File: src/rtl/gpio_pkg.sv
// Shared register map, write-size encodings and the byte-lane merge helper.
package gpio_pkg;

  localparam logic [4:0] OFF_OUT     = 5'h00;
  localparam logic [4:0] OFF_SET     = 5'h04;
  localparam logic [4:0] OFF_CLR     = 5'h08;
  localparam logic [4:0] OFF_TGL     = 5'h0C;
  localparam logic [4:0] OFF_IN      = 5'h10;
  localparam logic [4:0] OFF_RISE_EN = 5'h14;
  localparam logic [4:0] OFF_FALL_EN = 5'h18;
  localparam logic [4:0] OFF_STATUS  = 5'h1C;

  typedef enum logic [1:0] {
    WR_BYTE = 2'b00,
    WR_HALF = 2'b01,
    WR_WORD = 2'b10,
    WR_NONE = 2'b11
  } wsize_e;

  localparam logic [31:0] RD_UNMAPPED = 32'hFFFF_FFFF;

  // Replace only the lanes covered by the write size; keep the rest.
  function automatic logic [31:0] wr_merge(input logic [31:0] old_v,
                                           input logic [31:0] d,
                                           input logic [31:0] m);
    return (old_v & ~m) | (d & m);
  endfunction

endpackage

File: src/rtl/sync_edge.sv
// Per-pin synchroniser chain plus history flop; flags rising/falling edges.
module sync_edge #(
  parameter int STAGES = 2
) (
  input  logic clk,
  input  logic rstn,
  input  logic d,
  output logic sync,
  output logic rise,
  output logic fall
);

  logic [STAGES-1:0] r_chain;
  logic              r_hist;

  always_ff @(posedge clk or negedge rstn) begin
    if (!rstn) begin
      r_chain <= '0;
      r_hist  <= 1'b0;
    end else begin
      r_chain <= {r_chain[STAGES-2:0], d};
      r_hist  <= r_chain[STAGES-1];
    end
  end

  assign sync = r_chain[STAGES-1];
  assign rise = sync & ~r_hist;
  assign fall = ~sync & r_hist;

endmodule

File: src/rtl/gpio_ctrl.sv
// GPIO block: output register with set/clear/toggle aliases, synchronised
// inputs with per-pin edge interrupts and a W1C status register.
module gpio_ctrl
  import gpio_pkg::*;
#(
  parameter int NUM_OUT     = 8,
  parameter int NUM_IN      = 8,
  parameter int SYNC_STAGES = 2
) (
  input  logic               clk,
  input  logic               rstn,
  input  logic               sel,
  input  logic [4:0]         addr,
  input  logic [1:0]         write_n,
  input  logic [31:0]        data_in,
  output logic [31:0]        data_out,
  input  logic [NUM_IN-1:0]  gpio_in,
  output logic [NUM_OUT-1:0] gpio_out,
  output logic               irq
);

  logic [NUM_OUT-1:0] r_out;
  logic [NUM_IN-1:0]  r_rise_en;
  logic [NUM_IN-1:0]  r_fall_en;
  logic [NUM_IN-1:0]  r_status;
  logic               r_irq;

  logic [NUM_IN-1:0]  w_sync, w_rise, w_fall, w_evt, w_clr;
  logic [31:0]        w_mask, w_d;
  logic [31:0]        w_out_m, w_ren_m, w_fen_m;
  logic [4:0]         w_off;
  logic               w_we;
  logic               w_unused;

  assign w_unused = ^addr[1:0];
  assign w_off    = {addr[4:2], 2'b00};
  assign w_we     = sel && (write_n != WR_NONE);

  always_comb begin
    w_mask = 32'h0;
    case (write_n)
      WR_BYTE: w_mask = 32'h0000_00FF;
      WR_HALF: w_mask = 32'h0000_FFFF;
      WR_WORD: w_mask = 32'hFFFF_FFFF;
      default: w_mask = 32'h0;
    endcase
  end

  assign w_d     = data_in & w_mask;
  assign w_out_m = wr_merge(32'(r_out),     w_d, w_mask);
  assign w_ren_m = wr_merge(32'(r_rise_en), w_d, w_mask);
  assign w_fen_m = wr_merge(32'(r_fall_en), w_d, w_mask);

  for (genvar g = 0; g < NUM_IN; g++) begin : g_in
    sync_edge #(.STAGES(SYNC_STAGES)) u_se (
      .clk  (clk),
      .rstn (rstn),
      .d    (gpio_in[g]),
      .sync (w_sync[g]),
      .rise (w_rise[g]),
      .fall (w_fall[g])
    );
  end

  always_ff @(posedge clk or negedge rstn) begin
    if (!rstn) begin
      r_out     <= '0;
      r_rise_en <= '0;
      r_fall_en <= '0;
    end else if (w_we) begin
      case (w_off)
        OFF_OUT:     r_out     <= w_out_m[NUM_OUT-1:0];
        OFF_SET:     r_out     <= r_out |  w_d[NUM_OUT-1:0];
        OFF_CLR:     r_out     <= r_out & ~w_d[NUM_OUT-1:0];
        OFF_TGL:     r_out     <= r_out ^  w_d[NUM_OUT-1:0];
        OFF_RISE_EN: r_rise_en <= w_ren_m[NUM_IN-1:0];
        OFF_FALL_EN: r_fall_en <= w_fen_m[NUM_IN-1:0];
        default: ;
      endcase
    end
  end

  // New events are OR-ed in after the clear, so a same-cycle event survives W1C.
  assign w_evt = (w_rise & r_rise_en) | (w_fall & r_fall_en);
  assign w_clr = (w_we && w_off == OFF_STATUS) ? w_d[NUM_IN-1:0] : '0;

  always_ff @(posedge clk or negedge rstn) begin
    if (!rstn) begin
      r_status <= '0;
      r_irq    <= 1'b0;
    end else begin
      r_status <= (r_status & ~w_clr) | w_evt;
      r_irq    <= |r_status;
    end
  end

  always_comb begin
    data_out = RD_UNMAPPED;
    if (sel) begin
      case (w_off)
        OFF_OUT:     data_out = 32'(r_out);
        OFF_SET,
        OFF_CLR,
        OFF_TGL:     data_out = 32'h0;
        OFF_IN:      data_out = 32'(w_sync);
        OFF_RISE_EN: data_out = 32'(r_rise_en);
        OFF_FALL_EN: data_out = 32'(r_fall_en);
        OFF_STATUS:  data_out = 32'(r_status);
        default:     data_out = RD_UNMAPPED;
      endcase
    end
  end

  assign gpio_out = r_out;
  assign irq      = r_irq;

endmodule
File: config.mk
export PLATFORM = sky130hd
export DESIGN_NAME = gpio_ctrl
export DESIGN_NICKNAME = d
export VERILOG_FILES = /design/src/rtl/gpio_pkg.sv /design/src/rtl/sync_edge.sv /design/src/rtl/gpio_ctrl.sv
export SDC_FILE = /design/constraint.sdc
export NUM_CORES = 1
export LEC_CHECK = 0
export CAP_MARGIN = 30
export CELL_PAD_IN_SITES_DETAIL_PLACEMENT = 0
export CELL_PAD_IN_SITES_GLOBAL_PLACEMENT = 1
export CORE_ASPECT_RATIO = 0.75
export CORE_MARGIN = 5
export CORE_UTILIZATION = 30
export DETAILED_ROUTE_END_ITERATION = 8
export PLACE_DENSITY_LB_ADDON = 0.1
export REMOVE_ABC_BUFFERS = 1
export SYNTH_ARGS = -nofsm -noshare
export SYNTH_HDL_FRONTEND = slang
export SYNTH_HIERARCHICAL = 1
export SYNTH_SLANG_ARGS = --single-unit
File: constraint.sdc
create_clock -name clk -period 2.1 [get_ports clk]
set_input_delay 0.315 -clock clk [delete_from_list [all_inputs] [get_ports clk]]
set_output_delay 0.315 -clock clk [all_outputs]
set_load 0.05 [all_outputs]
=== Word level (Yosys, flattened, before mapping) ===
Cells that the tools add are included.

* Word-level logic and storage cells: 97
* Output and inout bits: 41
* Register bits after elaboration: 57
* Input bits: 50

* Muxes and demuxes: 5
* Equal/unequal tests: 10
* Bitwise gates (word level): 51
* Reductions and logical operators: 10

{| class="wikitable"
|+ Operators with widths
! operator !! number
|-
| $pmux W32 S6 || 1
|-
| $and A8 B8 Y8 || 9
|-
| $or A8 B8 Y8 || 6
|-
| $mux W32 || 1
|-
| $pmux W8 S4 || 1
|-
| $not A8 Y8 || 3
|-
| $pmux W8 S3 || 1
|-
| $and A1 B1 Y1 || 16
|-
| $not A1 Y1 || 16
|-
| $eq A3 B3 Y1 const B || 4
|-
| $mux W8 || 1
|-
| $reduce_or A8 Y1 || 1
|-
| $xor A8 B8 Y8 || 1
|-
| $eq A3 B2 Y1 const B || 2
|-
| $reduce_and A2 Y1 || 3
|-
| $logic_not A5 Y1 || 1
|-
| $reduce_bool A4 Y1 || 1
|-
| $eq A3 B1 Y1 const B || 1
|-
| $reduce_or A3 Y1 || 1
|-
| $eq A2 B1 Y1 const B || 1
|-
| $eq A2 B2 Y1 const B || 1
|-
| $logic_and A1 B1 Y1 || 2
|-
| $logic_not A2 Y1 || 1
|-
| $ne A2 B2 Y1 const B || 1
|}

=== Logic depth before layout (Yosys ltp) ===
* Depth in word-level cells: 7
* Gate-level depth with buffers: 6
* Gate-level depth less buffers: 6

=== Cells and area by module ===
The synthesis kept the hierarchy.

{| class="wikitable"
|+ By module, submodules not included
! module !! cells an instance !! sequential area each (um^2) !! times used !! area an instance (um^2)
|-
| gpio_ctrl || 230 || 825.8 || 1 || 2432.3
|-
| sync_edge || 5 || 75.1 || 8 || 90.1
|}

=== Worst setup path before layout ===
OpenSTA, ideal clock, no wires.

* Path type: input-to-output
* Start point: in addr[2]
* End point: out data_out[3]
* Arrival: 1.845 ns
* Data required time: 1.785 ns
* Cell stages on the path: 4
* Buffers on the path: 1
* Setup slack: -0.060 ns
* Cell sequence: buf_1 nor2_1 a22oi_1 o221ai_1

* Cells in the longest elaborated chain, start to end: 4
* Elaborated cells on any way between the ends: 11
* Those cells by class: 7 x eq/ne; 2 x mux; 2 x reduce/logical

{| class="wikitable"
|+ RTL lines
! item !! RTL line !! source
|-
| start, declared || gpio_ctrl.sv:13 || <nowiki>input logic [4:0] addr,</nowiki>
|-
| $eq A3 B2 Y1 or $eq A3 B1 Y1 (tied branches) || gpio_ctrl.sv:100 || <nowiki>case (w_off)</nowiki>
|-
| $reduce_or A3 Y1 || gpio_ctrl.sv:100 ||
|-
| $pmux W32 S6 * || gpio_ctrl.sv:100 ||
|-
| $mux W32 * || gpio_ctrl.sv:99 || <nowiki>if (sel) begin</nowiki>
|-
| end, declared || gpio_ctrl.sv:16 || <nowiki>output logic [31:0] data_out,</nowiki>
|}

Every way passes the cells marked *; elsewhere a longest branch is shown, timed or not.

=== Final worst setup path ===
* Start point: in addr[3]
* End point: out data_out[4]

The elaborated chain is that of the path after synthesis.

==> metrics <==
status finished, violations left; violated checks negative hold slack; PD cells 877.1 mW/mm²; Setup Skew 2.879 ps; DP Area 0.004499 mm²; unrepaired setup endpoints after global routing true; Critical Path Sink Type output port; synthesized area 0.003153 mm²; internal power 0.002850 W; Worst Hold Class input port to asynchronous set/reset pin; critical path's slowest cell a221o_1; Die X approximately 130 µm; crit-path cells dlygate4sd2_1 -> buf_12 -> buf_4 -> nand3b_1 -> o21ai_0 -> a221o_1 -> buf_12; Max-slew headroom 66.07%; largest family of logic cells by synthesized area multiplexers; synth unique cells 39; Port-buffer cells 64; f_max 496.7 MHz; number of global-route vias before repair ~2500; Pre-antenna DRT Iters 4; sequential-to-total area share from yosys stat 45.24%; Reg area 0.001426 mm²; antenna cell count 0; kind of cell adding the most delay to the critical path buffers and inverters; DIE HEIGHT 98.79 µm; Setup Slack @ Placement -252.3 ps; Rows 32; CP required 1780 ps; fin. max-slew vios 0; Mapped Cells between 200 and 300; io pins 91; initial drt markers 97; M3 GR Usage under 10%; DRC viols 0; root buf cell clkbuf_16; Hold Vio Cnt, Final 9; syn avg cell area ~12 µm²; CP bufs+invs 4; Max stage delay on crit path approximately 420 ps; fin util between 40% and 50%; # Max-Cap Violations 0; Hold Slack -11.15 ps; CP Class input port to output port; critical path's most frequent cell buf_12; hold_buf cts 0; mux contribution to synthesized area roughly 16%; Via density 4.756; critical path arrival 1700 ps; simple-gate share of the synthesized area under 10%; ys async rst share 100.0%; Design Area, Final 0.004862 mm²; largest net degree at the start of global routing 58; Seq cells post-synth 57; Fillers around 900; initial antenna violation count 0; All-Layer GR Usage 13.69%; initial core utilization approximately 30%; Post-Synth Adder-Cell Area 6.349%; layout net count between 400 and 500; setup ws final 86.65 ps; met2 global-route usage about 21%; Post-synth EDFFs 0; worst vdd ir 0.5407 mV; first-pass GRT wire length 13480 µm; Seq pwr share 34.0%; area grow syn2layout 54.21%; multi-input logic area 0.001429 mm²; Core Area 0.01029 mm²; Max FO, Critical Path 13; vias 2397; CTS tree yes; grt ovf 0; Leak 2.208 nW; H-tree Lvls 3; Clock Latency Late Sink 330 ps; WL per Instance 16.49 µm; final setup fails 0; Final Cycle Share 95.87%; CTS Buf Count 9; Yosys warning count 6; CTS Sinks 57; clock slew seen by the registers of the worst setup and hold paths 50 ps; Least-Margin Pin Slew 507.4 ps; Main synth FF type dfrtp_1; die area 0.01268 mm²; worst-case clock buffer depth 2; Sw Ratio 33.16%; critical path startpoint category input port; total power 0.004265 W; post-route insts no fill approximately 500; clock power share around 35%; Cell Count Post-Placement 485; GR Layer Usage met1 between 15 and 20%; Final HPWL DP 6194 µm; detailed-route wire length 8312 µm; Post-DRT Antenna Nets 0; RD Place Congestion roughly 0.80; P_sw 0.001414 W; XOR/XNOR Fraction of Synth Area 0%; fraction of layout cells with a size suffix above 1 39.13%; Top Usage Layer GRT met2; min Tclk post-route ~2000 ps; Comb pwr share approximately a third; Synth Area in Compound Gates between 10% and 20%
-- final timing paths --
check / startpoint / endpoint / slack [ps] / depth (start not counted)
worst max register to register: flop / flop / 470 / 4
min in group clk: g_in[4].u_se/r_chain[0] / g_in[4].u_se/r_chain[1] / 350 / 0
max in group asynchronous: rstn / asynchronous set/reset pin / 1840 / 2
worst min-delay path: rstn / asynchronous set/reset pin / -10 / 2
worst min register to register: g_in[4].u_se/r_chain[0] / g_in[4].u_se/r_chain[1] / 350 / 0
worst max-delay path: addr[3] / data_out[4] / 90 / 7
-- synthesized netlist by cell type, drive strengths merged, types with 3 or more instances --
cell type	instances	area [µm²]
a22oi	4	30.03
nand2	17	63.81
o2bb2ai	3	26.28
and2b	8	70.07
buf	32	224.0
mux2	23	259.0
mux4	6	135.1
a221o	9	90.09
a21boi	5	41.29
dfrtp	57	1426
a211oi	3	22.52
o221ai	4	35.03
inv	27	101.4
nor2	4	15.01
nor2b	10	62.56
mux2i	10	100.1
a31oi	8	50.05
a32o	3	30.03
ha	16	200.2
-- power groups by stage --
stage	sequential (W)	clock [W]	combinational [W]
floorplan	0.00159	0	0.000584
global placement	0.00146	0	0.00133
detailed placement	0.00147	0	0.00134
CTS	0.00145	0.00152	0.00137
global route	0.00148	0.00156	0.00145
finish	0.00145	0.00147	0.00134
-- logic make-up after synthesis --
logic type | count (synthesis)
and+or+nand+nor | 48
muxes | 39
buffers and inverters | 60
DFF | 57
adders and majority gates | 16
AOI/OAI and AO/OA | 50
-- metrics by stage --
step / hold slack, ps / TNS [ps]
finish: -11.15 / 0
global route: 18.84 / -25.45
CTS: 1.722 / 0
detailed placement: 336.5 / -3709
global placement: 332.3 / -3839
floorplan: 19.41 / -127350
-- layout by cell type, fill, tap and decap left out, types with 2 or more instances in the layout --
cell type / Yosys / layout
o211ai_1: 2 / 2
o2bb2ai_1: 3 / 3
a31oi_1: 8 / 8
mux2i_1: 10 / 10
mux4_2: 6 / 6
buf_4: 24 / 43
o221ai_1: 4 / 2
mux2_2: 22 / 22
a2bb2oi_1: 2 / 2
nor3_4: 2 / 2
clkinv_4: 0 / 4
and2_1: 2 / 2
ha_1: 16 / 16
nand2_1: 17 / 17
a221o_1: 9 / 9
a32o_1: 3 / 3
nor2b_1: 10 / 10
a211oi_1: 3 / 3
inv_1: 27 / 27
clkdlybuf4s50_1: 0 / 28
nor4_1: 2 / 2
dlygate4sd2_1: 0 / 3
buf_12: 0 / 38
a22oi_1: 4 / 4
dfrtp_1: 57 / 57
nor2_1: 4 / 3
clkbuf_16: 0 / 10
and2b_2: 8 / 8
nand3b_1: 2 / 2
o221ai_2: 0 / 2
a21boi_0: 4 / 4
-- repair_timing --
action,4_1_cts,5_1_grt
buffers inserted,3,0
setup endpoints to repair,8,3
gates resized for setup,10,2
pin swaps,2,0
-- cell type report --
| cell class | count | share of cell area, % |
|---|---|---|
| timing repair buffer | 115 | 29.44 |
| multi-input combinational | 153 | 29.39 |
| clock buffer | 9 | 4.632 |
| sequential | 57 | 29.34 |
| inverter | 27 | 2.084 |
| clock inverter | 7 | 1.621 |
| tap | 136 | 3.500 |
-- metal layers --
layer | vias to the layer above | part of all wire, %
met5 | - | 0
met4 | 0 | 0.64
met3 | 5 | 5.7
met2 | 59 | 45
met1 | 1197 | 48
li1 | 1136 | -
(Power assumes the default switching activity.)
